--- config.mk ---
export PLATFORM = sky130hd
export DESIGN_NAME = ap1000_reset_sequencer
export DESIGN_NICKNAME = d
export VERILOG_FILES = /design/src/rtl/ap1000_rst_pkg.sv /design/src/rtl/ap1000_lock_sync.sv /design/src/rtl/ap1000_reset_sequencer.sv
export SDC_FILE = /design/constraint.sdc
export NUM_CORES = 1
export LEC_CHECK = 0
export ABC_AREA = 1
export BUFFER_PORTS_ARGS = -buffer_cell sky130_fd_sc_hd__clkbuf_2
export CORE_MARGIN = 3
export CORE_UTILIZATION = 40
export CTS_CLUSTER_DIAMETER = 200
export DETAILED_ROUTE_END_ITERATION = 10
export GPL_TIMING_DRIVEN = 0
export SYNTH_ARGS = -nofsm -noshare
export SYNTH_HDL_FRONTEND = slang
export SYNTH_SLANG_ARGS = --single-unit
--- constraint.sdc ---
create_clock -name plb_clk -period 1.65 [get_ports plb_clk]
set_input_delay 0 -clock plb_clk [delete_from_list [all_inputs] [get_ports plb_clk]]
set_output_delay 0 -clock plb_clk [all_outputs]
set_load 0.03 [all_outputs]
--- src/rtl/ap1000_rst_pkg.sv ---
// Shared definitions for the ap1000 reset sequencer.
//   - rst_state_e : sequencer state encoding (3 bits)
//   - CNT_W       : width of the saturating retry / lock-loss counters
//   - tmr_width() : state-timer width that covers the largest cycle parameter
package ap1000_rst_pkg;

  typedef enum logic [2:0] {
    ST_DCM_RST   = 3'd0,
    ST_SW_HOLD   = 3'd1,
    ST_WAIT_LOCK = 3'd2,
    ST_RELEASE   = 3'd3,
    ST_RUN       = 3'd4
  } rst_state_e;

  localparam int CNT_W = 8;

  // The timer only ever needs to hold (param - 1), so clog2(max) bits suffice.
  function automatic int tmr_width(input int a, input int b, input int c, input int d);
    int m;
    m = a;
    if (b > m) m = b;
    if (c > m) m = c;
    if (d > m) m = d;
    return (m < 2) ? 1 : $clog2(m);
  endfunction

endpackage

--- src/rtl/ap1000_lock_sync.sv ---
// Lock-input synchroniser.
//   plb_clk    : clock
//   clr        : synchronous clear of both flop ranks
//   dcm_locked : raw, asynchronous DCM lock indicators
//   all_locked : AND of the synchronised lock bits (2 cycles of latency)
module ap1000_lock_sync #(
  parameter int NUM_LOCKS = 3
) (
  input  logic                 plb_clk,
  input  logic                 clr,
  input  logic [NUM_LOCKS-1:0] dcm_locked,
  output logic                 all_locked
);

  logic [NUM_LOCKS-1:0] meta;
  logic [NUM_LOCKS-1:0] sync;

  always_ff @(posedge plb_clk) begin
    if (clr) begin
      meta <= '0;
      sync <= '0;
    end else begin
      meta <= dcm_locked;
      sync <= meta;
    end
  end

  assign all_locked = &sync;

endmodule

--- src/rtl/ap1000_reset_sequencer.sv ---
// Board reset sequencer: pulses the DCM reset, waits for a stable lock on all
// DCMs (with timeout-and-retry), then releases NUM_STAGES reset domains in
// order, STAGE_GAP cycles apart. Lock loss and a software request send the
// whole sequence back to the start.
//   plb_clk       : sole clock
//   RSTPLB        : synchronous active-high reset
//   dcm_locked    : asynchronous DCM lock indicators
//   sw_rst_req    : single-cycle software reset request
//   dcm_rst       : active-high DCM reset
//   rst_out       : sequenced active-high resets, bit 0 released first
//   seq_done      : high while every stage is released
//   retry_cnt     : saturating count of lock timeouts
//   lock_loss_cnt : saturating count of lock losses after release
module ap1000_reset_sequencer
  import ap1000_rst_pkg::*;
#(
  parameter int NUM_LOCKS      = 3,
  parameter int LOCK_STABLE    = 8,
  parameter int NUM_STAGES     = 3,
  parameter int STAGE_GAP      = 4,
  parameter int DCM_RST_CYCLES = 4,
  parameter int LOCK_TIMEOUT   = 1023
) (
  input  logic                  plb_clk,
  input  logic                  RSTPLB,
  input  logic [NUM_LOCKS-1:0]  dcm_locked,
  input  logic                  sw_rst_req,
  output logic                  dcm_rst,
  output logic [NUM_STAGES-1:0] rst_out,
  output logic                  seq_done,
  output logic [CNT_W-1:0]      retry_cnt,
  output logic [CNT_W-1:0]      lock_loss_cnt
);

  localparam int TW = tmr_width(LOCK_STABLE, STAGE_GAP, DCM_RST_CYCLES, LOCK_TIMEOUT);

  localparam logic [TW-1:0]    HOLD_LAST = TW'(DCM_RST_CYCLES - 1);
  localparam logic [TW-1:0]    GAP_LAST  = TW'(STAGE_GAP - 1);
  localparam logic [TW-1:0]    TO_LAST   = TW'(LOCK_TIMEOUT - 1);
  localparam logic [CNT_W-1:0] STB_LAST  = CNT_W'(LOCK_STABLE - 1);

  rst_state_e            st;
  logic [TW-1:0]         tmr;
  logic [CNT_W-1:0]      stb_cnt;
  logic                  all_locked;
  logic [NUM_STAGES-1:0] rst_shl;
  logic                  sync_clr;

  // Releasing a stage shifts a zero in at the bottom, so bits can only ever
  // fall in order; the only way back up is the all-ones load.
  assign rst_shl = rst_out << 1;

  // A DCM held in reset reports meaningless lock, so the synchroniser is held
  // empty while dcm_rst is high and lock is only counted once it re-emerges.
  assign sync_clr = RSTPLB | dcm_rst;

  ap1000_lock_sync #(
    .NUM_LOCKS (NUM_LOCKS)
  ) u_lock_sync (
    .plb_clk    (plb_clk),
    .clr        (sync_clr),
    .dcm_locked (dcm_locked),
    .all_locked (all_locked)
  );

  always_ff @(posedge plb_clk) begin
    if (RSTPLB) begin
      st            <= ST_DCM_RST;
      dcm_rst       <= 1'b1;
      rst_out       <= '1;
      seq_done      <= 1'b0;
      retry_cnt     <= '0;
      lock_loss_cnt <= '0;
      tmr           <= '0;
      stb_cnt       <= '0;
    end else begin
      tmr <= tmr + 1'b1;
      case (st)
        ST_DCM_RST, ST_SW_HOLD: begin
          if (tmr == HOLD_LAST) begin
            st      <= ST_WAIT_LOCK;
            dcm_rst <= 1'b0;
            tmr     <= '0;
            stb_cnt <= '0;
          end
        end

        ST_WAIT_LOCK: begin
          // Stability wins over a timeout landing on the same cycle.
          if (all_locked && stb_cnt == STB_LAST) begin
            rst_out <= rst_shl;
            tmr     <= '0;
            if (rst_shl == '0) begin
              st       <= ST_RUN;
              seq_done <= 1'b1;
            end else begin
              st <= ST_RELEASE;
            end
          end else if (tmr == TO_LAST) begin
            st      <= ST_DCM_RST;
            dcm_rst <= 1'b1;
            tmr     <= '0;
            if (retry_cnt != '1) retry_cnt <= retry_cnt + 1'b1;
          end else begin
            stb_cnt <= all_locked ? stb_cnt + 1'b1 : '0;
          end
        end

        ST_RELEASE, ST_RUN: begin
          // Lock loss takes precedence over a simultaneous software request.
          if (!all_locked) begin
            st       <= ST_DCM_RST;
            dcm_rst  <= 1'b1;
            rst_out  <= '1;
            seq_done <= 1'b0;
            tmr      <= '0;
            if (lock_loss_cnt != '1) lock_loss_cnt <= lock_loss_cnt + 1'b1;
          end else if (sw_rst_req) begin
            st       <= ST_SW_HOLD;
            rst_out  <= '1;
            seq_done <= 1'b0;
            tmr      <= '0;
          end else if (st == ST_RELEASE && tmr == GAP_LAST) begin
            rst_out <= rst_shl;
            tmr     <= '0;
            if (rst_shl == '0) begin
              st       <= ST_RUN;
              seq_done <= 1'b1;
            end
          end
        end

        default: begin
          st       <= ST_DCM_RST;
          dcm_rst  <= 1'b1;
          rst_out  <= '1;
          seq_done <= 1'b0;
          tmr      <= '0;
        end
      endcase
    end
  end

endmodule
==> impl_metrics.yaml, run 1 <==
worst_setup_path:
  worstSetupStartpointType: "flop"
  crit_path_max_fanout: 5
  path_class: "reg -> reg"
  worstPathArrival_ps: 1800
  cp_slowest_stage_delay_ps: 440
  cp_data_required_time_ps: 1890
  endpoint_kind: "flop"
  crit_path_top_delay_cell: "dfxtp_1"
  crit_chain: "inv_2 > nand2_1 > inv_1 > nand2_2 > nand2_2 > nor2_4 > buf_4 > nand2_1 > a21oi_1"
  crit_family: "simple AND/OR/NAND/NOR gates"
  path_buf_inv: 3
yosys:
  avgSynthCellArea_um2: 6.91
  yosys_most_used_dff: "dfxtp_1"
  syn-num-nets: 372
  ys_async_sr_fraction_pct: 0
  synth_top_area_cell: "dfxtp_1"
  synth_area_mm2: 0.00250
  synthCells: 361
  synth-seq-cells: 48
  synth_edf_count: 0
  synth_top_area_share_pct: 38.5
  ys_types: 34
  synth_seq_area_share_pct: 38.5
  ys_warn_count: 0
  synthTopCellsByArea: "dfxtp_1, nand2_1, nor2_1, inv_1, a21oi_1"
global_route:
  top_usage_layer: "met2"
  grt_pass1_vias: 2136
  overflow: 0
  met3_usage_pct: 3.40
  use_met1_pct: 21.5
  grtUsageMet2_pct: 25.1
  grt_antenna_before_repair: 0
  grt.total_usage_pct: 15.7
  grt_pass1_wl_mm: 9.38
  grt_max_degree: 16
power:
  p_seq_share_pct: 39.6
  p_sw_share_pct: 40.8
  total_leakage_power_nw: 1.26
  power_frac_clock_pct: 20.5
  vdd.ir_drop.worst_mv: 0.738
  power_frac_comb_pct: 39.9
  p_switching_mw: 1.49
  cell_internal_pwr_mw: 2.16
  p_per_area_mw_per_mm2: 1210
sta:
  relSlewSlack_pct: 64.9
  tightest_slew_ps: 527
  finalHoldViolations: 0
  drv_slew: 0
  post-route-period-util_pct: 94.6
  fin_crit_ps: 1560
  final.setup_skew_ps: 7.66
  fin_hold_ws_ps: 85.1
  setup_viol: 0
  rsz0062_at_grt: "true"
  max_freq_mhz: 641
cts:
  cts_tree: "built"
  cts_root_buffer: "clkbuf_8"
  path_clk_slew_ps: 90
  cts_buffer_depth: 2
  cts_buffers: 5
  htree_levels: 2
  cts_sinks: 48
  insertion_delay_ps: 300
place:
  dp_hpwl_mm: 3.87
  gp_congestion: 0.803
  io_buffers: 25
layout:
  final_cell_mix: "nand2_1, nor2_1, inv_1"
  final_nets: 415
  drive_gt1_share_pct: 22.0
  fin_util_pct: 50.2
  final-seq-area_um2: 973
  syn_to_final_growth_pct: 20.6
  mostFrequentLayoutCell: "nand2_1"
  multi_input_area_mm2: 0.00142
  n_fill_cell: 585
  diodes: 0
routing:
  first_pass_iters: 4
  wl_per_cell_um: 11.1
  drtIter0Drc: 78
  viasPerCell: 4.82
  drc: 0
  wl_mm: 5.33
  vias: 2315
  postRouteAntennaNets: 0
floorplanning:
  core_mm2: 0.00599
  die_width_um: 85.0
  io_pins: 27
  rows: 28
  die-area_mm2: 0.00722
  start_util_pct: 41.7
  die_height_um: 85.0
worst_hold_path:
  hold_path.class: "in -> reg"
job:
  drv_cap: 0
status:
  status: "finished clean"
cell usage after synthesis (all sizes together) (2+ instances only):
cell / count
nand2: 86
nor2: 61
dfxtp: 48
inv: 45
a21oi: 29
nand3: 24
nand4: 15
o21ai: 13
xor2: 10
xnor2: 6
ha: 5
nor3: 5
clkbuf: 4
buf: 2
clkinv: 2
metrics by stage:
| step | instance area (um^2) | setup slack, ps | TNS [ps] | power (mW) | cells |
|---|---|---|---|---|---|
| floorplan | 2500 | 5.94 | 0 | 2.46 | 361 |
| global placement | 2720 | -87.6 | -494 | 2.74 | 461 |
| detailed placement | 2720 | -90.0 | -491 | 2.75 | 461 |
| CTS | 2870 | 0.779 | 0 | 3.52 | 472 |
| global route | 3010 | -23.2 | -140 | 3.92 | 480 |
| finish | 3010 | 89.0 | 0 | 3.65 | 480 |
kinds of logic after synthesis:
| family | share of synthesized area [%] |
|---|---|
| AO/OA/AOI/OAI | 9.02 |
| XOR/XNOR | 5.61 |
| adder cells (fa/ha/maj) | 2.51 |
| buffers and inverters | 8.42 |
| flip-flops | 38.5 |
| AND/OR/NAND/NOR | 35.9 |
area by class of cell:
cell class                      instances  area share, %
Buffer                                  6           1.04
Clock buffer                            6           2.74
Clock inverter                          2          0.457
Inverter                               47           6.11
Multi-Input combinational cell        260           47.0
Sequential cell                        48           32.3
Tap cell                               75           3.12
Timing Repair Buffer                   36           7.15
worst reg2reg max path: stages, from the launching register on:
cell and delay [ps]:
dfxtp_1 440, inv_2 90, nand2_1 190, inv_1 80, nand2_2 100, nand2_2 80, nor2_4 170, buf_4 170
nand2_1 50, a21oi_1 120
state kept, by name, indices dropped and copies added (netlist names):
| signal | count |
|---|---|
| lock_loss_cnt | 8 |
| u_lock_sync.meta | 3 |
| u_lock_sync.sync | 3 |
| rst_out | 3 |
| st | 3 |
| stb_cnt | 8 |
| retry_cnt | 8 |
| seq_done | 1 |
| dcm_rst | 1 |
| tmr | 10 |
repair_timing:
action                     4_1_cts  5_1_grt
buffers inserted                 0        7
resized for setup                7       29
hold buffers                     3        0
setup endpoints to repair       19       32
hold endpoints to repair         3        0
pin swaps                        0       10
cloned                           0        1
power by group through the flow:
stage / logic, mW / clock network (mW) / registers (mW)
floorplan: 0.904 / 0 / 1.55
global placement: 1.30 / 0 / 1.44
detailed placement: 1.30 / 0 / 1.45
CTS: 1.32 / 0.780 / 1.42
global route: 1.63 / 0.820 / 1.47
finish: 1.46 / 0.747 / 1.44
metal layers:
metal	vias up	part of all wire, %	wire length (um)
li1	1240	-	-
met1	1025	49	2630
met2	44	46	2430
met3	6	4.0	212
met4	0	1.1	59
met5	-	0	0
final timing paths:
path	from	to	slack [ps]	depth (start not counted)
max	st[2]	stb_cnt[7]	90	9
min	RSTPLB	lock_loss_cnt[4]	90	2
max reg2reg	st[2]	stb_cnt[7]	90	9
min reg2reg	u_lock_sync.meta[0]	u_lock_sync.sync[0]	410	2
No activity file was read; power rests on OpenSTA's default activity.
==> inputs of run 2 (changes only) <==
--- a/config.mk
+++ b/config.mk
@@ -8,7 +8,7 @@
 export ABC_AREA = 1
 export BUFFER_PORTS_ARGS = -buffer_cell sky130_fd_sc_hd__clkbuf_2
 export CORE_MARGIN = 3
-export CORE_UTILIZATION = 40
+export CORE_UTILIZATION = 25
 export CTS_CLUSTER_DIAMETER = 200
 export DETAILED_ROUTE_END_ITERATION = 10
 export GPL_TIMING_DRIVEN = 0
==> run 2 against run 1 <==
  * Fmax is 0.97% lower
  * Power up 1.9%
  * Final cell count grew 12%
  * Sequential share of layout area shrank 1.0 points
  * Highest routed layer unchanged
  * Die area up 55%
  * Cell area grew 3.6%
  * Clock power up 0.7%
==> impl_metrics.yaml, run 2 (synthesized netlist as in run 1, its figures left out) <==
place:
  dp_hpwl_mm: 4.09
  placed_cells: 515
  gp_congestion: 0.831
  io_buffers: 25
routing:
  drc: 0
  first_pass_iters: 4
  vias: 2412
  drtIter0Drc: 114
  wl_mm: 5.85
  wl_per_cell_um: 10.9
  viasPerCell: 4.49
  postRouteAntennaNets: 0
sta:
  finalSetupTns_ps: 0
  fin_crit_ps: 1580
  setup_viol: 0
  tightest_slew_ps: 530
  final.setup_skew_ps: 6.68
  fin_hold_ws_ps: 121
  rsz0062_at_grt: "true"
  relSlewSlack_pct: 64.6
  drv_slew: 0
  post-route-period-util_pct: 95.5
  finalHoldViolations: 0
  max_freq_mhz: 634
cts:
  path_clk_slew_ps: 90
  insertion_delay_ps: 310
  cts_sinks: 48
  cts_buffers: 5
  cts_tree: "built"
  htree_levels: 2
  cts_root_buffer: "clkbuf_8"
  cts_buffer_depth: 2
layout:
  syn_to_final_growth_pct: 24.9
  final_nets: 418
  regMostFlops: "tmr"
  diodes: 0
  fin_cells: 537
  final_cell_mix: "nand2_1, nor2_1, inv_1"
  largest_reg_flops: 10
  mostFrequentLayoutCell: "nand2_1"
  drive_gt1_share_pct: 22.5
floorplanning:
  core_mm2: 0.00946
  die_height_um: 106
  die-area_mm2: 0.0112
  start_util_pct: 26.4
  io_pins: 27
  die_width_um: 106
  rows: 35
power:
  p_per_area_mw_per_mm2: 1190
  cell_internal_pwr_mw: 2.17
  power_frac_comb_pct: 40.9
  power_mw: 3.72
  p_switching_mw: 1.54
  p_seq_share_pct: 38.9
  vdd.ir_drop.worst_mv: 0.774
  p_sw_share_pct: 41.5
  total_leakage_power_nw: 1.27
  power_frac_clock_pct: 20.2
job:
  drv_cap: 0
worst_setup_path:
  crit_path_max_fanout: 5
  worstPathArrival_ps: 1820
  endpoint_kind: "flop"
  worstSetupStartpointType: "flop"
  cp_data_required_time_ps: 1890
  path_class: "reg -> reg"
global_route:
  grt_max_degree: 15
  grt_pass1_wl_mm: 9.83
  overflow: 0
  grt_pass1_vias: 2251
  grt_antenna_before_repair: 0
  grt.total_usage_pct: 10.4
worst_hold_path:
  hold_path.class: "in -> reg"
status:
  status: "finished clean"
## run 2: final timing paths
kind                            start             endpoint  slack [ps]  depth (start not counted)
hold / removal             sw_rst_req                st[0]         120                          7
setup / recovery               tmr[0]               tmr[2]          70                         10
hold reg to reg   u_lock_sync.meta[0]  u_lock_sync.sync[0]         410                          2
setup reg to reg               tmr[0]               tmr[2]          70                         10
## run 2: power groups by stage
| stage | registers, mW | clock network (mW) | logic, mW |
|---|---|---|---|
| 2_1_floorplan | 1.55 | 0 | 0.904 |
| 3_3_place_gp | 1.44 | 0 | 1.29 |
| 3_5_place_dp | 1.45 | 0 | 1.31 |
| 4_1_cts | 1.42 | 0.775 | 1.33 |
| 5_1_grt | 1.46 | 0.816 | 1.68 |
| 6_report | 1.44 | 0.752 | 1.52 |
## run 2: repair_timing
action	CTS	global route
cloned	0	2
pin swaps	1	9
setup endpoints to repair	28	33
endpoints found under the hold margin	3	0
buffers inserted	0	9
hold buffers	3	0
resized for setup	8	29
## run 2: layout make-up
| cell class | instances | area, um^2 |
|---|---|---|
| plain buffers | 6 | 31.3 |
| clock buffers | 7 | 86.3 |
| clock inverters | 1 | 7.51 |
| fillers | 1034 | 6340 |
| inverters | 47 | 183 |
| multi-input cells | 261 | 1430 |
| flip-flops and latches | 48 | 977 |
| well taps | 129 | 161 |
| repair buffers | 38 | 243 |
## run 2: metal layers
metal / track usage, % / part of all wire (%) / up-vias
li1: - / - / 1243
met3: 1.88 / 3.1 / 9
met4: 3.79 / 1.6 / 0
met1: 13.5 / 49 / 1118
met2: 17.2 / 46 / 42
met5: 0 / 0 / -
## run 2: per-stage QoR
stage | setup slack, ps | utilization (%) | cell area (um^2)
floorplan | 5.94 | - | 2500
global placement | -110 | 29.4 | 2780
detailed placement | -156 | 29.4 | 2780
CTS | 13.5 | 31.0 | 2940
global route | -20.9 | 32.9 | 3120
finish | 73.8 | 32.9 | 3120
## run 2: critical path: stages (launching register included)
cell	delay (ps)
dfxtp_2	350
inv_1	70
ha_1	200
inv_1	80
nor2_1	50
nand3b_1	140
nand3_2	110
buf_4	150
nand3_2	130
nand3_4	110
a21oi_1	130
==> inputs of run 3 (changes only) <==
--- a/config.mk
+++ b/config.mk
@@ -12,6 +12,7 @@
 export CTS_CLUSTER_DIAMETER = 200
 export DETAILED_ROUTE_END_ITERATION = 10
 export GPL_TIMING_DRIVEN = 0
+export PLACE_DENSITY = 0.48
 export SYNTH_ARGS = -nofsm -noshare
 export SYNTH_HDL_FRONTEND = slang
 export SYNTH_SLANG_ARGS = --single-unit
==> run 3 against run 2 <==
  * Wire length down 3.0%
  * Global-route usage rose by 0.23 points
  * Sequential power barely moved
  * Via count fell by 3.9%
  * Hold slack worse by 9.8 ps
  * First-iteration DRC count fell by 34%
  * Clock power up 16%
  * Combinational power down 3%
  * Highest routed layer unchanged
  * Critical path type unchanged
==> impl_metrics.yaml, run 3 (synthesized netlist as in run 1, its figures left out) <==
sta:
  post-route-period-util_pct: 93.9
  final.setup_skew_ps: 13.5
  fin_crit_ps: 1550
  finalWorstSetupSlack_ps: 101
  max_freq_mhz: 646
  relSlewSlack_pct: 65.5
  finalHoldViolations: 0
  drv_slew: 0
  tightest_slew_ps: 517
  setup_viol: 0
cts:
  cts_buffers: 5
  path_clk_slew_ps: 90
  htree_levels: 2
  insertion_delay_ps: 310
  cts_sinks: 48
  cts_tree: "built"
  cts_buffer_depth: 2
  cts_root_buffer: "clkbuf_8"
floorplanning:
  start_util_pct: 26.4
  io_pins: 27
  die_height_um: 106
  core_mm2: 0.00946
  die-area_mm2: 0.0112
  rows: 35
  die_width_um: 106
worst_setup_path:
  worstSetupStartpointType: "flop"
  path_class: "reg -> reg"
  crit_family: "simple AND/OR/NAND/NOR gates"
  crit_path_max_fanout: 6
  worstPathArrival_ps: 1750
  path_buf_inv: 0
  crit_path_top_delay_cell: "dfxtp_4"
  cp_data_required_time_ps: 1850
  endpoint_kind: "flop"
  crit_chain: "ha_4 > nand3_1 > nor2_4 > nand2_4 > nand3_2 > nand2_2 > nor2_4 > nand2_1 > nand2_1 > nor2_1"
  cp_slowest_stage_delay_ps: 380
place:
  io_buffers: 25
  pre_cts_ws_ps: -129
  gp_congestion: 0.793
  dp_hpwl_mm: 4.21
routing:
  wl_per_cell_um: 10.7
  wl_mm: 5.67
  viasPerCell: 4.36
  postRouteAntennaNets: 0
  vias: 2317
  drc: 0
  first_pass_iters: 4
  drtIter0Drc: 75
job:
  drv_cap: 0
global_route:
  top_usage_layer: "met2"
  grt_antenna_before_repair: 0
  grt_pass1_vias: 2116
  grt_max_degree: 17
  use_met1_pct: 14.5
  overflow: 0
  grt_pass1_wl_mm: 9.85
  grt.total_usage_pct: 10.6
  grtUsageMet2_pct: 16.9
  met3_usage_pct: 2.37
layout:
  syn_to_final_growth_pct: 25.3
  multi_input_area_mm2: 0.00145
  fin_util_pct: 33.1
  final_cell_mix: "nand2_1, nor2_1, inv_1"
  final_nets: 413
  final-seq-area_um2: 980
  diodes: 0
  drive_gt1_share_pct: 23.3
  mostFrequentLayoutCell: "nand2_1"
  regMostFlops: "tmr"
  n_fill_cell: 1058
  largest_reg_flops: 10
power:
  p_per_area_mw_per_mm2: 1220
  vdd.ir_drop.worst_mv: 0.582
  total_leakage_power_nw: 1.25
worst_hold_path:
  hold_path.class: "in -> reg"
status:
  status: "finished clean"
-- run 3: timing repair --
action / 4_1_cts / 5_1_grt
hold buffers: 3 / 0
cloned: 0 / 1
setup buffers: 0 / 5
resized for setup: 7 / 42
pin swaps: 1 / 14
hold endpoints to repair: 3 / 0
setup endpoints to repair: 23 / 33
-- run 3: cell type report --
type,instances,area share (%)
Buffer,6,1.00
Sequential cell,48,31.3
Clock inverter,3,1.52
Multi-Input combinational cell,260,46.4
Tap cell,129,5.16
Timing Repair Buffer,34,6.40
Clock buffer,5,2.20
Inverter,47,5.96
-- run 3: through the flow --
| step | hold slack [ps] | setup TNS, ps | cells | area, um^2 | power (mW) |
|---|---|---|---|---|---|
| 2_1_floorplan | 112 | 0 | 361 | 2500 | 2.46 |
| 3_5_place_dp | 202 | -927 | 515 | 2780 | 2.77 |
| 3_3_place_gp | 201 | -981 | 515 | 2780 | 2.77 |
| 5_1_grt | 132 | -95.9 | 532 | 3130 | 4.12 |
| 4_1_cts | 89.8 | 0 | 526 | 2960 | 3.67 |
| 6_report | 111 | 0 | 532 | 3130 | 3.82 |
-- run 3: metal layers --
metal / vias up / wire [um]
met5: - / 0
met4: 0 / 30
met3: 4 / 168
met2: 27 / 2540
met1: 1050 / 2930
li1: 1236 / -
-- run 3: final timing paths --
kind                             from             endpoint  slack [ps]  cells after the start
setup / recovery           stb_cnt[0]                st[2]         100                     10
hold / removal                 RSTPLB           stb_cnt[6]         110                      2
setup reg to reg           stb_cnt[0]                st[2]         100                     10
hold reg to reg   u_lock_sync.meta[1]  u_lock_sync.sync[1]         400                      2
-- run 3: report_power, final --
| group | switching, mW | internal (mW) | total (mW) | leakage (nW) |
|---|---|---|---|---|
| clock | 0.413 | 0.457 | 0.870 | 0.0583 |
| sequential | 0.156 | 1.31 | 1.47 | 0.394 |
| combinational | 0.970 | 0.512 | 1.48 | 0.799 |
